`src/rtl/bus_sequencer_pkg.sv`:
```
// Shared definitions for the external bus sequencer: widths, FSM state
// encoding, the latched-transaction record and a saturating counter helper.
package bus_sequencer_pkg;

   localparam int BUS_AW   = 20;               // full address width
   localparam int BUS_DW   = 16;               // multiplexed address/data width
   localparam int HI_W     = BUS_AW - BUS_DW;  // upper address bits on a_hi
   localparam int WAIT_W   = 3;                // wait-state counter width
   localparam int STARVE_W = 4;                // starvation counter width

   typedef enum logic [2:0] {
      ST_IDLE = 3'd0,
      ST_ADDR = 3'd1,
      ST_STRB = 3'd2,
      ST_END  = 3'd3,
      ST_TURN = 3'd4
   } state_e;

   // Fields captured from the winning requester when ADDR is entered
   typedef struct packed {
      logic              is_f;   // 1 = fetch port owns the transaction
      logic              wr;     // 1 = write
      logic              pio;    // 1 = I/O space
      logic [BUS_AW-1:0] addr;
      logic [BUS_DW-1:0] wdata;
   } txn_t;

   localparam txn_t TXN_RESET = '{is_f:  1'b0,
                                  wr:    1'b0,
                                  pio:   1'b0,
                                  addr:  20'h0_0000,
                                  wdata: 16'h0000};

   // Increment that sticks at lim instead of wrapping
   function automatic logic [STARVE_W-1:0] sat_inc(input logic [STARVE_W-1:0] v,
                                                   input logic [STARVE_W-1:0] lim);
      if (v >= lim) begin
         sat_inc = lim;
      end else begin
         sat_inc = v + 4'd1;
      end
   endfunction

endpackage

```
`src/rtl/bus_sequencer_arb.sv`:
```
// Fetch/data arbiter. Data normally wins; a fetch that has watched
// STARVE_LIMIT consecutive data grants go by is forced through next.
module bus_sequencer_arb
   import bus_sequencer_pkg::*;
#(
   parameter int unsigned STARVE_LIMIT = 4
) (
   input  logic clk,
   input  logic rst_n,
   input  logic f_req,
   input  logic d_req,
   input  logic arb_en,
   output logic gnt_d,
   output logic gnt_f
);

   localparam logic [STARVE_W-1:0] LIMIT = STARVE_W'(STARVE_LIMIT);

   logic [STARVE_W-1:0] starve_q;
   logic [STARVE_W-1:0] starve_d;

   // Grant decision and starvation bookkeeping for this arbitration slot
   always_comb begin
      gnt_f    = 1'b0;
      gnt_d    = 1'b0;
      starve_d = starve_q;
      if (arb_en) begin
         if (f_req && (!d_req || (starve_q == LIMIT))) begin
            gnt_f    = 1'b1;
            starve_d = {STARVE_W{1'b0}};
         end else if (d_req) begin
            gnt_d = 1'b1;
            if (f_req) begin
               starve_d = sat_inc(starve_q, LIMIT);
            end else begin
               starve_d = {STARVE_W{1'b0}};
            end
         end else begin
            starve_d = starve_q;
         end
      end else begin
         starve_d = starve_q;
      end
   end

   // Starvation counter register
   always_ff @(posedge clk or negedge rst_n) begin
      if (!rst_n) begin
         starve_q <= {STARVE_W{1'b0}};
      end else begin
         starve_q <= starve_d;
      end
   end

endmodule

```
`src/rtl/bus_sequencer.sv`:
```
// Sole master of the multiplexed external bus. Each transaction runs
// ADDR -> STRB (wait states, rdy stretch) -> END, with a TURN cycle after
// reads so the pads can release ad before the next address phase.
// Every pin-facing output comes straight from a flop; the output flops are
// loaded from the next state so they line up with the state register.
module bus_sequencer
   import bus_sequencer_pkg::*;
#(
   parameter int unsigned WAIT_STATES  = 1,
   parameter int unsigned STARVE_LIMIT = 4
) (
   input  logic              clk,
   input  logic              rst_n,
   input  logic              f_req,
   input  logic [BUS_AW-1:0] f_addr,
   output logic              f_ack,
   input  logic              d_req,
   input  logic [BUS_AW-1:0] d_addr,
   input  logic              d_we,
   input  logic              d_pio,
   input  logic [BUS_DW-1:0] d_wdata,
   output logic              d_ack,
   output logic [BUS_DW-1:0] rdata,
   input  logic              rdy,
   input  logic [BUS_DW-1:0] ad_in,
   output logic [BUS_DW-1:0] ad_out,
   output logic              ad_oe,
   output logic [HI_W-1:0]   a_hi,
   output logic              ale,
   output logic              oe,
   output logic              we,
   output logic              pio,
   output logic              busy
);

   localparam logic [WAIT_W-1:0] WAIT_INIT = WAIT_W'(WAIT_STATES);
   localparam logic [WAIT_W-1:0] WAIT_ZERO = {WAIT_W{1'b0}};
   localparam logic [WAIT_W-1:0] WAIT_ONE  = {{(WAIT_W-1){1'b0}}, 1'b1};

   state_e              state_q, state_d;
   logic [WAIT_W-1:0]   wcnt_q, wcnt_d;
   txn_t                txn_q, txn_d;
   logic [BUS_DW-1:0]   rdata_q, rdata_d;
   logic [BUS_DW-1:0]   ad_out_q, ad_out_d;
   logic [HI_W-1:0]     a_hi_q, a_hi_d;
   logic                ale_q, ale_d;
   logic                oe_q, oe_d;
   logic                we_q, we_d;
   logic                ad_oe_q, ad_oe_d;
   logic                pio_q, pio_d;
   logic                f_ack_q, f_ack_d;
   logic                d_ack_q, d_ack_d;
   logic                busy_q, busy_d;

   logic                arb_en;
   logic                gnt_f;
   logic                gnt_d;

   // Arbitration slots: idle, after turnaround, and at the end of a write
   assign arb_en = (state_q == ST_IDLE) || (state_q == ST_TURN) ||
                   ((state_q == ST_END) && txn_q.wr);

   bus_sequencer_arb #(
      .STARVE_LIMIT (STARVE_LIMIT)
   ) u_arb (
      .clk    (clk),
      .rst_n  (rst_n),
      .f_req  (f_req),
      .d_req  (d_req),
      .arb_en (arb_en),
      .gnt_d  (gnt_d),
      .gnt_f  (gnt_f)
   );

   // Next state, wait counter, read capture and grant-time field latch
   always_comb begin
      state_d = state_q;
      wcnt_d  = wcnt_q;
      txn_d   = txn_q;
      rdata_d = rdata_q;
      case (state_q)
         ST_IDLE, ST_TURN: begin
            if (gnt_f || gnt_d) begin
               state_d = ST_ADDR;
            end else begin
               state_d = ST_IDLE;
            end
         end
         ST_ADDR: begin
            state_d = ST_STRB;
            wcnt_d  = WAIT_INIT;
         end
         ST_STRB: begin
            if ((wcnt_q == WAIT_ZERO) && rdy) begin
               state_d = ST_END;
               if (!txn_q.wr) begin
                  rdata_d = ad_in;
               end else begin
                  rdata_d = rdata_q;
               end
            end else if (wcnt_q != WAIT_ZERO) begin
               wcnt_d = wcnt_q - WAIT_ONE;
            end else begin
               wcnt_d = wcnt_q;
            end
         end
         ST_END: begin
            if (!txn_q.wr) begin
               state_d = ST_TURN;
            end else if (gnt_f || gnt_d) begin
               state_d = ST_ADDR;
            end else begin
               state_d = ST_IDLE;
            end
         end
         default: begin
            state_d = ST_IDLE;
         end
      endcase

      // Requester fields are frozen here; later changes on the ports are ignored
      if (gnt_f) begin
         txn_d.is_f  = 1'b1;
         txn_d.wr    = 1'b0;
         txn_d.pio   = 1'b0;
         txn_d.addr  = f_addr;
         txn_d.wdata = txn_q.wdata;
      end else if (gnt_d) begin
         txn_d.is_f  = 1'b0;
         txn_d.wr    = d_we;
         txn_d.pio   = d_pio;
         txn_d.addr  = d_addr;
         txn_d.wdata = d_wdata;
      end else begin
         txn_d = txn_q;
      end
   end

   // Pin values for the state being entered; strobes default inactive
   always_comb begin
      ale_d   = 1'b0;
      oe_d    = 1'b1;
      we_d    = 1'b1;
      ad_oe_d = 1'b0;
      ad_out_d = ad_out_q;
      a_hi_d  = {HI_W{1'b0}};
      pio_d   = 1'b0;
      f_ack_d = 1'b0;
      d_ack_d = 1'b0;
      busy_d  = (state_d != ST_IDLE);
      case (state_d)
         ST_ADDR: begin
            ale_d    = 1'b1;
            ad_oe_d  = 1'b1;
            ad_out_d = txn_d.addr[BUS_DW-1:0];
            a_hi_d   = txn_d.addr[BUS_AW-1:BUS_DW];
            pio_d    = txn_d.pio;
         end
         ST_STRB: begin
            a_hi_d = txn_d.addr[BUS_AW-1:BUS_DW];
            pio_d  = txn_d.pio;
            if (txn_d.wr) begin
               ad_out_d = txn_d.wdata;
               ad_oe_d  = 1'b1;
               we_d     = 1'b0;
            end else begin
               ad_oe_d = 1'b0;
               oe_d    = 1'b0;
            end
         end
         ST_END: begin
            // Writes keep driving ad for data hold; reads stay released
            a_hi_d  = txn_d.addr[BUS_AW-1:BUS_DW];
            pio_d   = txn_d.pio;
            ad_oe_d = txn_d.wr;
            f_ack_d = txn_d.is_f;
            d_ack_d = !txn_d.is_f;
         end
         default: begin
            ale_d = 1'b0;
         end
      endcase
   end

   // State, transaction and output registers; reset drops the bus at once
   always_ff @(posedge clk or negedge rst_n) begin
      if (!rst_n) begin
         state_q  <= ST_IDLE;
         wcnt_q   <= WAIT_ZERO;
         txn_q    <= TXN_RESET;
         rdata_q  <= 16'h0000;
         ad_out_q <= 16'h0000;
         a_hi_q   <= 4'h0;
         ale_q    <= 1'b0;
         oe_q     <= 1'b1;
         we_q     <= 1'b1;
         ad_oe_q  <= 1'b0;
         pio_q    <= 1'b0;
         f_ack_q  <= 1'b0;
         d_ack_q  <= 1'b0;
         busy_q   <= 1'b0;
      end else begin
         state_q  <= state_d;
         wcnt_q   <= wcnt_d;
         txn_q    <= txn_d;
         rdata_q  <= rdata_d;
         ad_out_q <= ad_out_d;
         a_hi_q   <= a_hi_d;
         ale_q    <= ale_d;
         oe_q     <= oe_d;
         we_q     <= we_d;
         ad_oe_q  <= ad_oe_d;
         pio_q    <= pio_d;
         f_ack_q  <= f_ack_d;
         d_ack_q  <= d_ack_d;
         busy_q   <= busy_d;
      end
   end

   assign f_ack  = f_ack_q;
   assign d_ack  = d_ack_q;
   assign rdata  = rdata_q;
   assign ad_out = ad_out_q;
   assign ad_oe  = ad_oe_q;
   assign a_hi   = a_hi_q;
   assign ale    = ale_q;
   assign oe     = oe_q;
   assign we     = we_q;
   assign pio    = pio_q;
   assign busy   = busy_q;

endmodule
```
`config.mk`:
```
export PLATFORM = sky130hd
export DESIGN_NAME = bus_sequencer
export DESIGN_NICKNAME = d
export VERILOG_FILES = /design/src/rtl/bus_sequencer_pkg.sv /design/src/rtl/bus_sequencer_arb.sv /design/src/rtl/bus_sequencer.sv
export SDC_FILE = /design/constraint.sdc
export NUM_CORES = 1
export LEC_CHECK = 0
export CAP_MARGIN = 20
export CORE_UTILIZATION = 40
export DETAILED_ROUTE_END_ITERATION = 6
export PLACE_DENSITY = 0.73
export RECOVER_POWER = 25
export SYNTH_ARGS = -nofsm -noshare
export SYNTH_HDL_FRONTEND = slang
export SYNTH_SLANG_ARGS = --single-unit
```
`constraint.sdc`:
```
create_clock -name clk -period 2.3 [get_ports clk]
set_input_delay 0.345 -clock clk [delete_from_list [all_inputs] [get_ports clk]]
set_output_delay 0.345 -clock clk [all_outputs]
set_load 0.02 [all_outputs]
```
=== Yosys cells after proc, flatten, opt, wreduce, memory -nomap -nowiden ===
Index checks and enable logic that the tools add are counted.

* Reduce and logical (&&, ||, !) cells: 22
* $add $sub $neg: 2
* Equal/unequal tests: 11
* Magnitude comparators: 1
* Muxes and demuxes: 30
* Bitwise logic cells: 1

{| class="wikitable"
|+ Operator list
! cell !! count
|-
| 39-bit 2-to-1 mux || 2
|-
| 16-bit case mux with 2 select lines || 1
|-
| 4-bit 2-to-1 mux || 5
|-
| 16-bit 2-to-1 mux || 1
|-
| 1-bit 2-to-1 mux || 14
|-
| 3-bit by 2-bit == test with 1-bit output (second input constant) || 4
|-
| 3-bit 2-to-1 mux || 4
|-
| 3-bit case mux with 4 select lines || 1
|-
| 3-bit by 1-bit == test with 1-bit output (second input constant) || 2
|-
| 3-bit zero test || 2
|-
| 2-bit != test (second input constant) || 3
|-
| 3-bit case mux with 2 select lines || 1
|-
| 3-bit AND reduction || 2
|-
| 2-bit nonzero test || 3
|-
| 3-bit nonzero test || 2
|-
| 4-bit by 1-bit adder with 4-bit output (second input constant) || 1
|-
| 4-bit by 3-bit == test with 1-bit output (second input constant) || 1
|-
| 4-bit by 3-bit greater-or-equal comparator with 1-bit output (second input constant) || 1
|-
| 1-bit logical OR || 4
|-
| 2-bit AND reduction || 2
|-
| 3-bit == test (second input constant) || 1
|-
| 1-bit logical AND || 3
|-
| 1-bit case mux with 3 select lines || 1
|-
| 3-bit OR reduction || 1
|-
| 4 further kinds || 5
|}

* Output and inout port bits: 44
* Bits in registers: 93
* Logic and storage cells: 86

=== Logic depth before layout (Yosys ltp) ===
* Word-level depth: 12
* Gate-level depth with buffers: 8
* Mapped depth without buffers: 7

=== Cells and area by module ===
A second synthesis with hierarchy kept.

* Cells, all modules: 352
* Area, all modules: 4,142.7 um^2

{| class="wikitable"
|+ By module, submodules not included
! module !! cells an instance !! area each (um^2) !! sequential area each (um^2) !! instances
|-
| bus_sequencer || 327 || 3,901.2 || 2,229.6 || 1
|-
| bus_sequencer_arb || 25 || 241.5 || 100.1 || 1
|}

=== Least setup slack after synthesis ===
No wires, ideal clock.

* Path type: flip-flop to flip-flop
* Start: register wcnt_q[0]
* End: register rdata_q[10], in the netlist rdata[10]
* Slack: 0.353 ns
* Stages on the path, launching flop included: 9
* Data arrival time: 1.820 ns
* Required time: 2.173 ns
* Path through: dfrtp_1 -> inv_1 -> ha_1 -> ha_1 -> nand2_1 -> or3_4 -> nor2_8 -> buf_6 -> mux2_1

* Word-level cells in the longest chain between the ends: 3

{| class="wikitable"
|+ Ends and longest elaborated chain
! what !! line !! text
|-
| start: declaration || bus_sequencer.sv:41 || <nowiki>logic [WAIT_W-1:0] wcnt_q, wcnt_d;</nowiki>
|-
| start signal: assignment || bus_sequencer.sv:204 || <nowiki>wcnt_q <= wcnt_d;</nowiki>
|-
| 3-bit zero test || bus_sequencer.sv:94 || <nowiki>if ((wcnt_q == WAIT_ZERO) && rdy) begin</nowiki>
|-
| 1-bit logical AND || bus_sequencer.sv:94 ||
|-
| 3-bit AND reduction (no source line) || - ||
|-
| end signal: assignment || bus_sequencer.sv:206 || <nowiki>rdata_q <= rdata_d;</nowiki>
|-
| end: declaration || bus_sequencer.sv:43 || <nowiki>logic [BUS_DW-1:0] rdata_q, rdata_d;</nowiki>
|}

Every way passes these cells.
A chain may end at the register's enable or synchronous reset.

=== Worst setup path in the final report ===
* Start: register wcnt_q[0]
* End: register rdata_q[7], in the netlist rdata[7]

Same word-level chain as after synthesis.

==> flow_summary_export.csv <==
group,metric,value,unit
grt,track_usage,20.51,%
clock_tree,cts_setup_buffers,0,
timing,worst_pin_slew,1.870,ns
routing,dr_total_vias,2965,
worst_hold_path,min-delay-path-class,"reg -> reg",
outcome,violations,"max-capacitance violations, max-slew violations",
setup_path,r2r-end,"rdata[7]",
synth,synth.distinct_cells,51,
cells_and_area,fin_nets,524,
clock_tree,cts-resized-gates,0,
power_and_ir_drop,total_power,6.513,mW
cells_and_area,mostFrequentLayoutCells,"121 x clkdlybuf4s50_1, 75 x dfrtp_1, 36 x nor3_1",
timing,max_freq,0.4689,GHz
floorplan,dieArea,0.009507,sq mm
clock_tree,numCtsBuffers,9,
floorplan,fp.dieW,97.51,microns
setup_path,critPathMaxFanout,16,
floorplan,io_pins,123,
setup_path,r2r_start,"wcnt_q[0]",
routing,dr.first_iter.drc_count,164,
worst_hold_path,hold_end,"rdata[14]",
timing,slew-limit-headroom,-24.69,%
timing,slew_violations,78,
synth,syn-cell-area,0.003648,sq mm
timing,finClkSkew,0.01171,ns
timing,period_needed,2.132,ns
job,cap_violations,1,
cells_and_area,num-fill-cells,761,
timing,holdWs,0.4887,ns
floorplan,rows,34,
timing,fin_crit_sh,92.72,%
clock_tree,clk_latency,0.35,ns
setup_path,start_kind,"flip-flop",
grt,antenna_found_initial,0,
synth,ys_ff_latch,77,
routing,m1WireLength,4024,microns
synth,synthTopCellsByArea,"dfrtp_1 51%, nor3_1 4.9%, a21o_1 3.5%",
cells_and_area,drive_gt1_share,13.23,%
clock_tree,clock-sinks,77,
routing,dr.pass1.iters,7,
setup_path,arrival,2.36,ns
clock_tree,ctsHtreeMaxLevel,3,
synth,yosys_warnings,0,
routing,drtAntennaViolNets,0,
setup_path,worstSetupPathType,"reg -> reg",
placed_design,place_inst,538,
synth,synthesis.nets,401,
synth,synth_top_cell_area_share,51.44,%
clock_tree,holdBufCountCts,0,
routing,wl_met3,455,microns
synth,yosysTopAreaCell,"dfrtp_1",
cells_and_area,layout.cells.non_filler,554,
worst_hold_path,hold_start,"rdata[14]",
routing,drc,0,
synth,syn_inst,318,
cells_and_area,area_growth,41.67,%
power_and_ir_drop,p_leak,2.279,nW
cells_and_area,multi_input_area,0.001504,sq mm
timing,rsz0062_at_grt,"no",
clock_tree,cts_buffer_depth,2,
setup_path,reg2regPathDepth,7,
floorplan,die_y,97.51,microns
cells_and_area,ff_latch_area,0.001929,sq mm
routing,drt-total-wl,9397,microns
routing,route.met2.wl,4730,microns
floorplan,coreArea,0.008763,sq mm
routing,highest_layer,"met4",
cells_and_area,diodes,0,
routing,wl_per_cell,16.96,microns
timing,finalHoldViolations,0,
worst_hold_path,whs_path_depth,1,
setup_path,cp-end-kind,"flip-flop",
power_and_ir_drop,pwr_density_cell,1260,mW/mm^2
placed_design,io_buffer_count,122,
grt,grt_max_degree,78,
setup_path,required,2.53,ns
clock_tree,cts_tree,"yes",
synth,postSynthAreaPerCell,11.47,sq um
routing,viasPerCell,5.352,
timing,setup-tns-final,0,ns
power_and_ir_drop,ir_worst_vdd,0.6452,mV
outcome,outcome,"finished, violations left",
placed_design,place.gp.congestion,0.8134,
timing,final-setup-viol-count,0,
clock_tree,cts_root_buf,"clkbuf_8",
floorplan,initial_core_util,41.63,%
grt,grt_pass1_vias,3012,
setup_path,r2r_slack,0.17,ns
clock_tree,clkTransAtPathRegs,0.09,ns
placed_design,dp_hpwl,6874,microns
synth,ys_seq_area_share,52.88,%
grt,grt_overflow,0,
grt,grt_pass1_wl,15190,microns
cells_and_area,final_common_cell,"clkdlybuf4s50_1",
[final cells by class]
cell class	count	area share, %
clock inverter	5	1.138
clock buffer	11	2.735
multi-input combinational	204	29.10
sequential	77	37.33
tap	108	2.614
inverter	15	1.089
timing repair buffer	134	26.00
[sequential cells by signal (all words and copies together), names as in the netlist]
| register | cells |
|---|---|
| ale | 1 |
| oe | 1 |
| we | 1 |
| ad_oe | 1 |
| d_ack | 1 |
| u_arb.starve_q | 4 |
| busy | 1 |
| state_q | 3 |
| pio | 1 |
| rdata | 16 |
| a_hi | 4 |
| ad_out | 16 |
| f_ack | 1 |
| txn_q | 23 |
| wcnt_q | 3 |
[worst max path at each step]
stage / startpoint / endpoint / slack (ns) / cells past startpoint
final: wcnt_q[0] / rdata[7] / 0.17 / 7
after global routing: wcnt_q[0] / rdata[0] / 0.02 / 7
after CTS: wcnt_q[0] / rdata[5] / 0.16 / 7
after detailed placement: f_req / ad_out[6] / 0.17 / 6
after global placement: f_req / ad_out[5] / 0.22 / 6
after floorplan: wcnt_q[0] / rdata[10] / 0.35 / 8
[routing by layer]
metal / vias to the layer above / track usage [%]
li1: 1407 / -
met1: 1457 / 26.07
met2: 86 / 34.53
met5: - / 0
met3: 15 / 4.029
met4: 0 / 7.692
[synth_stat cells (all sizes together)]
master and count:
a21o 18, and4b 2, o221a 16, or2 1, nand3b 1, and2 18, nor2 26, o21ai 5
a22oi 1, o2bb2a 1, buf 19, a211oi 1, nand4b 3, dfrtp 75, inv 15, o22ai 2
o21a 1, dfstp 2, nand2 12, a221oi 1, o31ai 16, nor2b 1, nor3b 1, clkbuf 3
mux2 16, or3 1, nand2b 6, a22o 2, a21oi 4, a222oi 4, nand3 1, nor3 36
o211ai 1, o41ai 2, ha 4
[stage by stage]
| step | worst slack (ns) | utilization [%] | cell area (sq um) |
|---|---|---|---|
| 6_report | 0.1675 | 58.98 | 5169 |
| 5_1_grt | 0.02469 | 58.98 | 5169 |
| 4_1_cts | 0.1608 | 59.15 | 5184 |
| 3_5_place_dp | 0.1710 | 56.87 | 4984 |
| 3_3_place_gp | 0.2170 | 56.87 | 4984 |
| 2_1_floorplan | 0.3525 | - | 3649 |
[worst max-delay path, cell delays in order (launching register included)]
cell,delay (ns)
dfrtp_1,0.40
inv_1,0.08
ha_1,0.16
ha_1,0.26
nand2_1,0.10
or3_4,0.39
nor2_8,0.26
mux2_1,0.36
[where the power goes]
part           switching (mW)  internal, mW
Clock                   0.507         0.533
Combinational            1.59          1.60
Sequential              0.317          1.97
Total                    2.41          4.10
[cell families after synthesis]
family	count (synthesis)	share of synthesized area (%)
muxes	16	4.938
AOI/OAI and AO/OA	75	18.18
and+or+nand+nor	109	16.74
buffers and inverters	37	5.899
adders and majority gates	4	1.372
DFF	77	52.88
(Power assumes the default switching activity.)
